**src/rtl/dna_axi_lite_host_seq.sv**
```systemverilog
// AXI-Lite host sequencer for the DNA accelerator: writes config, starts the run,
// polls status until matrix_full or poll limit, then stops and reports done.
module dna_axi_lite_host_seq #(
  parameter int unsigned             ADDR_WIDTH = 32,
  parameter int unsigned             DATA_WIDTH = 32,
  parameter logic [ADDR_WIDTH-1:0]   BASE_ADDR  = ADDR_WIDTH'(32'h0200_4000),
  parameter int unsigned             POLL_GAP   = 16,
  parameter int unsigned             POLL_LIMIT = 1024,
  parameter int unsigned             DONE_BIT   = 2
) (
  input  logic                  clk,
  input  logic                  resetn,
  input  logic                  cmd_start_i,
  input  logic [6:0]            cfg_len_i,
  input  logic [2:0]            cfg_match_i,
  input  logic [2:0]            cfg_mismatch_i,
  input  logic [2:0]            cfg_gap_i,
  output logic                  busy_o,
  output logic                  done_o,
  output logic                  timeout_o,
  output logic [DATA_WIDTH-1:0] status_o,
  output logic [10:0]           poll_cnt_o,
  output logic [ADDR_WIDTH-1:0] o_axi_awaddr,
  output logic                  o_axi_awvalid,
  input  logic                  i_axi_awready,
  output logic [DATA_WIDTH-1:0] o_axi_wdata,
  output logic [3:0]            o_axi_wstrb,
  output logic                  o_axi_wvalid,
  input  logic                  i_axi_wready,
  input  logic                  i_axi_bvalid,
  output logic                  o_axi_bready,
  output logic [ADDR_WIDTH-1:0] o_axi_araddr,
  output logic                  o_axi_arvalid,
  input  logic                  i_axi_arready,
  input  logic [DATA_WIDTH-1:0] i_axi_rdata,
  input  logic                  i_axi_rvalid,
  output logic                  o_axi_rready
);

  localparam int unsigned CNT_W = 11;
  localparam int unsigned GAP_W = (POLL_GAP > 1) ? $clog2(POLL_GAP) : 1;

  localparam logic [ADDR_WIDTH-1:0] START_ADDR  = BASE_ADDR;
  localparam logic [ADDR_WIDTH-1:0] CFG_ADDR    = BASE_ADDR + ADDR_WIDTH'(4);
  localparam logic [ADDR_WIDTH-1:0] STATUS_ADDR = BASE_ADDR + ADDR_WIDTH'(12);
  localparam logic [CNT_W-1:0]      LIMIT_C     = CNT_W'(POLL_LIMIT);
  localparam logic [GAP_W-1:0]      GAP_LAST    = GAP_W'(POLL_GAP - 1);

  typedef enum logic [2:0] {
    IDLE, WR_CFG, WR_START, RD_STATUS, POLL_WAIT, WR_STOP, FINISH
  } state_t;

  state_t                r_state, w_state;
  logic [ADDR_WIDTH-1:0] r_awaddr, w_awaddr;
  logic [DATA_WIDTH-1:0] r_wdata, w_wdata;
  logic [ADDR_WIDTH-1:0] r_araddr, w_araddr;
  logic                  r_awvalid, w_awvalid;
  logic                  r_wvalid, w_wvalid;
  logic                  r_bready, w_bready;
  logic                  r_arvalid, w_arvalid;
  logic                  r_rready, w_rready;
  logic                  r_aw_done, w_aw_done;
  logic                  r_w_done, w_w_done;
  logic                  r_busy, w_busy;
  logic                  r_done, w_done;
  logic                  r_timeout, w_timeout;
  logic [DATA_WIDTH-1:0] r_status, w_status;
  logic [CNT_W-1:0]      r_poll_cnt, w_poll_cnt;
  logic [GAP_W-1:0]      r_gap_cnt, w_gap_cnt;

  logic                  w_aw_hs, w_w_hs, w_b_hs, w_ar_hs, w_r_hs;
  logic [15:0]           w_cfg_word;
  logic [CNT_W-1:0]      w_poll_inc;
  logic                  w_done_bit;

  assign w_aw_hs    = r_awvalid & i_axi_awready;
  assign w_w_hs     = r_wvalid  & i_axi_wready;
  assign w_b_hs     = r_bready  & i_axi_bvalid;
  assign w_ar_hs    = r_arvalid & i_axi_arready;
  assign w_r_hs     = r_rready  & i_axi_rvalid;
  assign w_cfg_word = {cfg_gap_i, cfg_mismatch_i, cfg_match_i, cfg_len_i};
  assign w_poll_inc = (r_poll_cnt == LIMIT_C) ? r_poll_cnt : r_poll_cnt + CNT_W'(1);
  assign w_done_bit = i_axi_rdata[DONE_BIT];

  // State register and all registered outputs
  always_ff @(posedge clk or negedge resetn) begin
    if (!resetn) begin
      r_state    <= IDLE;
      r_awaddr   <= '0;
      r_wdata    <= '0;
      r_araddr   <= '0;
      r_awvalid  <= 1'b0;
      r_wvalid   <= 1'b0;
      r_bready   <= 1'b0;
      r_arvalid  <= 1'b0;
      r_rready   <= 1'b0;
      r_aw_done  <= 1'b0;
      r_w_done   <= 1'b0;
      r_busy     <= 1'b0;
      r_done     <= 1'b0;
      r_timeout  <= 1'b0;
      r_status   <= '0;
      r_poll_cnt <= '0;
      r_gap_cnt  <= '0;
    end else begin
      r_state    <= w_state;
      r_awaddr   <= w_awaddr;
      r_wdata    <= w_wdata;
      r_araddr   <= w_araddr;
      r_awvalid  <= w_awvalid;
      r_wvalid   <= w_wvalid;
      r_bready   <= w_bready;
      r_arvalid  <= w_arvalid;
      r_rready   <= w_rready;
      r_aw_done  <= w_aw_done;
      r_w_done   <= w_w_done;
      r_busy     <= w_busy;
      r_done     <= w_done;
      r_timeout  <= w_timeout;
      r_status   <= w_status;
      r_poll_cnt <= w_poll_cnt;
      r_gap_cnt  <= w_gap_cnt;
    end
  end

  // Next-state and next-output logic
  always_comb begin
    w_state    = r_state;
    w_awaddr   = r_awaddr;
    w_wdata    = r_wdata;
    w_araddr   = r_araddr;
    w_awvalid  = r_awvalid;
    w_wvalid   = r_wvalid;
    w_bready   = r_bready;
    w_arvalid  = r_arvalid;
    w_rready   = r_rready;
    w_aw_done  = r_aw_done;
    w_w_done   = r_w_done;
    w_busy     = r_busy;
    w_done     = 1'b0;
    w_timeout  = r_timeout;
    w_status   = r_status;
    w_poll_cnt = r_poll_cnt;
    w_gap_cnt  = r_gap_cnt;

    unique case (r_state)
      IDLE: begin
        if (cmd_start_i) begin
          w_state    = WR_CFG;
          w_busy     = 1'b1;
          w_timeout  = 1'b0;
          w_poll_cnt = '0;
          w_awaddr   = CFG_ADDR;
          w_wdata    = DATA_WIDTH'(w_cfg_word);
          w_awvalid  = 1'b1;
          w_wvalid   = 1'b1;
          w_aw_done  = 1'b0;
          w_w_done   = 1'b0;
        end
      end

      // Shared write handler: AW and W retire independently, then wait for B
      WR_CFG, WR_START, WR_STOP: begin
        if (w_aw_hs) begin
          w_awvalid = 1'b0;
          w_aw_done = 1'b1;
        end
        if (w_w_hs) begin
          w_wvalid = 1'b0;
          w_w_done = 1'b1;
        end
        if (w_b_hs) begin
          w_bready  = 1'b0;
          w_aw_done = 1'b0;
          w_w_done  = 1'b0;
          if (r_state == WR_CFG) begin
            w_state   = WR_START;
            w_awaddr  = START_ADDR;
            w_wdata   = DATA_WIDTH'(1);
            w_awvalid = 1'b1;
            w_wvalid  = 1'b1;
          end else if (r_state == WR_START) begin
            w_state   = RD_STATUS;
            w_araddr  = STATUS_ADDR;
            w_arvalid = 1'b1;
          end else begin
            w_state = FINISH;
            w_done  = 1'b1;
            w_busy  = 1'b0;
          end
        end else if (w_aw_done && w_w_done) begin
          w_bready = 1'b1;
        end
      end

      RD_STATUS: begin
        if (w_ar_hs) begin
          w_arvalid = 1'b0;
          w_rready  = 1'b1;
        end
        if (w_r_hs) begin
          w_rready   = 1'b0;
          w_status   = i_axi_rdata;
          w_poll_cnt = w_poll_inc;
          if (w_done_bit || (w_poll_inc == LIMIT_C)) begin
            w_timeout = r_timeout | ~w_done_bit;
            w_state   = WR_STOP;
            w_awaddr  = START_ADDR;
            w_wdata   = '0;
            w_awvalid = 1'b1;
            w_wvalid  = 1'b1;
          end else begin
            w_state   = POLL_WAIT;
            w_gap_cnt = '0;
          end
        end
      end

      // Idle spacing between status reads
      POLL_WAIT: begin
        if (r_gap_cnt == GAP_LAST) begin
          w_state   = RD_STATUS;
          w_arvalid = 1'b1;
        end else begin
          w_gap_cnt = r_gap_cnt + GAP_W'(1);
        end
      end

      FINISH: begin
        w_state = IDLE;
      end

      default: begin
        w_state = IDLE;
      end
    endcase
  end

  assign busy_o        = r_busy;
  assign done_o        = r_done;
  assign timeout_o     = r_timeout;
  assign status_o      = r_status;
  assign poll_cnt_o    = r_poll_cnt;
  assign o_axi_awaddr  = r_awaddr;
  assign o_axi_awvalid = r_awvalid;
  assign o_axi_wdata   = r_wdata;
  assign o_axi_wstrb   = 4'hF;
  assign o_axi_wvalid  = r_wvalid;
  assign o_axi_bready  = r_bready;
  assign o_axi_araddr  = r_araddr;
  assign o_axi_arvalid = r_arvalid;
  assign o_axi_rready  = r_rready;

endmodule
```
**config.mk**
```make
export PLATFORM = sky130hd
export DESIGN_NAME = dna_axi_lite_host_seq
export DESIGN_NICKNAME = d
export VERILOG_FILES = /design/src/rtl/dna_axi_lite_host_seq.sv
export SDC_FILE = /design/constraint.sdc
export NUM_CORES = 1
export LEC_CHECK = 0
export ABC_AREA = 0
export BUFFER_PORTS_ARGS = -buffer_cell sky130_fd_sc_hd__buf_2
export CAP_MARGIN = 25
export CORE_ASPECT_RATIO = 0.75
export CORE_MARGIN = 3
export CORE_UTILIZATION = 33
export CTS_BUF_LIST = sky130_fd_sc_hd__clkbuf_16
export CTS_CLUSTER_SIZE = 10
export DETAILED_ROUTE_END_ITERATION = 10
export HOLD_SLACK_MARGIN = 0.05
export RECOVER_POWER = 50
export SLEW_MARGIN = 20
export SYNTH_ARGS = -nofsm -noshare
export SYNTH_HDL_FRONTEND = slang
export SYNTH_SLANG_ARGS = --single-unit
```
**constraint.sdc**
```tcl
create_clock -name clk -period 2.8 [get_ports clk]
set_input_delay 0.28 -clock clk [delete_from_list [all_inputs] [get_ports clk]]
set_output_delay 0.28 -clock clk [all_outputs]
set_load 0.01 [all_outputs]
```
Word level (Yosys, flattened, before mapping)
Index checks and enable logic that the tools add are counted.
{ "word_totals": {"out_inout_bits": 151, "wordCells": 140, "input_bits": 56, "reg_bits": 125} }
{ "classes": {"addsub": 2, "reduce_logical": 24, "eq_ne": 20, "n_bitwise": 8, "n_mux": 69} }
{ "ops": {"columns": ["operator", "count"], "rows": [
  ["32-bit 2-to-1 mux", 10],
  ["32-bit one-hot mux with 3 select lines", 2],
  ["1-bit 2-to-1 mux", 35],
  ["11-bit 2-to-1 mux", 3],
  ["2-bit != test, second input constant", 12],
  ["11-bit equality test, second input constant", 2],
  ["11-bit one-hot mux with 2 select lines", 1],
  ["4-bit AND reduction", 5],
  ["3-bit 2-to-1 mux", 6],
  ["4-bit 2-to-1 mux", 3],
  ["3-bit one-hot mux with 4 select lines", 1],
  ["6-bit AND reduction", 2],
  ["11-bit by 1-bit adder with 11-bit output, second input constant", 1],
  ["2-bit nonzero test", 5],
  ["1-bit one-hot mux with 3 select lines", 3],
  ["1-bit one-hot mux with 2 select lines", 4],
  ["4-bit one-hot mux with 2 select lines", 1],
  ["2-bit AND reduction", 4],
  ["3-bit by 2-bit equality test with 1-bit output, second input constant", 2],
  ["3-bit equality test, second input constant", 2],
  ["3-bit nonzero test", 2],
  ["1-bit AND", 5],
  ["5-bit AND reduction", 1],
  ["4-bit by 1-bit adder with 4-bit output, second input constant", 1],
  ["9 further kinds", 10]
]} }

Longest topological paths before layout
{ "logic_depth": {"ltp_word": 7, "depth_mapped": 9, "depth_no_buf": 8} }

Worst setup path after synthesis
No wires, ideal clock.
{ "synth_path": {"path_type": "flip-flop to flip-flop", "from": "reg r_poll_cnt[0], in the netlist poll_cnt_o[0]", "to": "reg r_awaddr[2], in the netlist o_axi_awaddr[2]", "setup_time_ns": 0.118, "path_stages_with_launch": 10, "n_path_buf": 1, "arrival_time_ns": 2.156, "slack_ns": 0.526, "synth_period_minus_slack_ns": 2.274, "required_time_ns": 2.682, "path_cell_list": "dfrtp_1 inv_1 ha_1 nor3b_1 nand3_2 or3_1 a21o_1 o31a_1 buf_6 a21o_1"} }
{ "synth_between": {"elab_chain_len": 6, "word_cells_on_any_way": 7, "classes_between": "add/sub: 1; eq/ne: 3; mux: 1; reduce/logical: 2"} }
{ "synth_rtl": {"columns": ["element", "line_no", "rtl"], "rows": [
  ["start, declared", "68", "logic [CNT_W-1:0] r_poll_cnt, w_poll_cnt;"],
  ["start signal, assigned", "121", "r_poll_cnt <= w_poll_cnt;"],
  ["11-bit by 1-bit adder with 11-bit output / 11-bit equality test (equally long branches)", "82", "assign w_poll_inc = (r_poll_cnt == LIMIT_C) ? r_poll_cnt : r_poll_cnt + CNT_W'(1);"],
  ["11-bit 2-to-1 mux (*)", "82", null],
  ["11-bit equality test (*)", "205", "if (w_done_bit || (w_poll_inc == LIMIT_C)) begin"],
  ["1-bit logical OR (*)", "205", null],
  ["2-bit != test (no line) (*)", null, null],
  ["6-bit AND reduction (no line) (*)", null, null],
  ["end signal, assigned", "107", "r_awaddr <= w_awaddr;"],
  ["end, declared", "54", "logic [ADDR_WIDTH-1:0] r_awaddr, w_awaddr;"]
]} }
Mark *: on every way between the ends. The rest lies on a longest branch, timed or not.
A chain may end at the register's enable or synchronous reset.

Worst setup path in the final report
Same ends and word-level chain as after synthesis.

==> reports/metrics.yaml <==
status: "finished with violations"
violations: "max-capacitance violations, max-slew violations"
drt_iter0_markers: 163
synth_area_sq_um: 4320
routedWlPerCell_um: 13.2
die_x_um: 138
max_freq_mhz: 393
numClockSinks: 79
crit_family: "compound AO/OA/AOI/OAI gates"
cp_slowest_cell: "o31a_2"
rsz0062_at_grt: "no"
cp_data_arrival_time_ps: 2760
endpoint_kind: "flip-flop"
cts_buffer_depth: 2
tritoncts: "done"
fin_util_pct: 40.7
finalSetupTns_ps: 0
firstDrtPassIters: 4
core_area_sq_um: 12500
crit_required_ps: 3020
period_minus_slack_ps: 2540
setup_viol: 0
yosysTopAreaCellShare_pct: 45.8
die-area_sq_um: 14500
critPathKind: "flip-flop to flip-flop"
fin_hold_ws_ps: 126
drv_slew: 80
start_util_pct: 34.5
numCtsBuffers: 9
critPathBufInv: 1
slew_headroom_pct: -29.8
tightest_slew_ps: 1950
grt_pass1_vias: 3349
cp_max_fo: 20
power.total_mw: 5.23
yosys_warnings: 0
crit_chain: "inv_1 -> ha_1 -> nor3b_1 -> nand3_2 -> or3_1 -> a21o_1 -> o31a_2 -> a21o_1"
gp_congestion: 0.866
route.detailed.drc: 0
root_buffer: "clkbuf_16"
syn_avg_cell_area_sq_um: 8.78
final_common_cell: "nand2_1"
final_area_sq_um: 5090
clkLatencyLatePin_ps: 340
layout_common_cells: "nand2_1, dfrtp_1, conb_1"
final_antenna_net_count: 0
hold_class: "input port to flip-flop"
cpMostUsedCell: "a21o_1"
drive_gt1_share_pct: 18.4
cts_setup_buffers: 0
ys.flop_type: "dfrtp_1"
holdPathStages: 3
async_flop_share_pct: 100
final_hold_viol_count: 0
syn_inst: 492
ys_ff_latch: 79
fillerInstances: 1312
clk_pin_slew_worst_paths_ps: 70
synth_edf_count: 0
n_antenna_cell: 0
viasPerCell: 4.55
dp_slack_ps: 161
yosys.area.top_type: "dfrtp_1"
grt_pass1_wl_um: 16800
place_area_sq_um: 4850
p_leak_nw: 2.53
slowest_delay_ps: 500
stdcell_count: 787
r2r_slack_ps: 260
dp.cells: 770
ios: 207
power_density_nw_per_um2: 1030
antenna_found_initial: 0
cts_max_level: 3
nets: 675
dp_hpwl_um: 7640
wl_um: 10400
yosysUniqueCellTypes: 50
die_y_um: 105
overflow: 0
grtUsageTotal_pct: 14.0
ir_drop_mv: 0.403
io_buffers: 129
area_growth_pct: 17.9
worst_clock_skew_ps: 10.7
core.rowCount: 35
maxCapViolations: 1
synth_area_leaders: "dfrtp_1, buf_4, nand2_1"
post-route-period-util_pct: 90.8
critPathLaunchType: "flip-flop"
seq_area_frac_synth_pct: 45.8
setup_ws_ps: 257
via_count: 3581
crit_cells: 8
r2r_cells: 8
grt_max_degree: 80
power breakdown:
part | total [mW] | internal, mW | switching (mW)
Sequential | 1.94 | 1.58 | 0.366
Clock | 1.20 | 0.703 | 0.495
Combinational | 2.09 | 0.813 | 1.27
Yosys cell counts, drive strengths merged, types with 4 or more instances:
cell,instances
nor2,25
a21oi,10
nor3,10
and3,5
dfrtp,79
nor2b,4
nand3,24
buf,86
inv,4
xnor2,6
o21ai,29
o2bb2ai,15
a32o,4
clkbuf,17
nand2,119
or2,4
nand2b,6
logic make-up (layout without fill, tap and decap cells):
logic type / count (synthesis) / after routing / synth area share [%]
adder cells (fa/ha/maj): 3 / 3 / 0.869
XOR/XNOR: 8 / 8 / 1.62
other: 2 / 77 / 0.174
flip-flops: 79 / 79 / 45.8
AND/OR/NAND/NOR: 208 / 208 / 21.5
AO/OA/AOI/OAI: 83 / 83 / 13.0
buffers and inverters: 107 / 161 / 16.6
multiplexers: 2 / 2 / 0.463
registers in the layout, summed over array words and instances (netlist names):
| signal | count |
|---|---|
| status_o | 32 |
| o_axi_wdata | 16 |
| poll_cnt_o | 11 |
| r_gap_cnt | 4 |
| r_state | 3 |
| o_axi_awaddr | 2 |
| busy_o | 1 |
| done_o | 1 |
| o_axi_araddr | 1 |
| o_axi_arvalid | 1 |
| o_axi_awvalid | 1 |
| o_axi_bready | 1 |
| o_axi_rready | 1 |
| o_axi_wvalid | 1 |
| r_aw_done | 1 |
| r_w_done | 1 |
| timeout_o | 1 |
tightest hold or removal path, cell delays in order:
cell,delay (ps)
buf_2,70
nand2_1,40
nand2_1,40
what timing repair did:
| item | in CTS | in global routing |
|---|---|---|
| endpoints found under the setup margin | 0 | 5 |
| resized for setup | 0 | 1 |
| hold buffers | 0 | 1 |
| hold endpoints to repair | 0 | 13 |
worst paths after layout:
check	startpoint	endpoint
max in group asynchronous	resetn	poll_cnt_o[0]$_DFFE_PN0P_
min in group asynchronous	resetn	o_axi_wdata[8]$_DFFE_PN0P_
worst min-delay path	i_axi_rdata[5]	status_o[5]$_DFFE_PN0P_
worst min register to register	status_o[0]$_DFFE_PN0P_	status_o[0]$_DFFE_PN0P_
worst max register to register	poll_cnt_o[0]$_DFFE_PN0P_	o_axi_awaddr[2]$_DFFE_PN0P_
worst max-delay path	poll_cnt_o[0]$_DFFE_PN0P_	o_axi_awaddr[2]$_DFFE_PN0P_
final cells by class:
type | instances | area (sq um) | area share (%)
tap | 166 | 208 | 4.08
multi-input combinational | 381 | 1920 | 37.6
timing repair buffer | 141 | 672 | 13.2
clock buffer | 9 | 225 | 4.42
sequential | 79 | 1980 | 38.8
clock inverter | 7 | 80.1 | 1.57
inverter | 4 | 15.0 | 0.295
per-layer routing:
metal / track usage [%] / share of wire (%) / wire length [um]
met5: 0 / 0 / 0
met4: 4.02 / 1.4 / 140
met3: 4.30 / 7.6 / 784
met2: 22.5 / 48 / 4950
met1: 18.2 / 43 / 4490
Note: power is estimated with default switching activity, not from simulation.
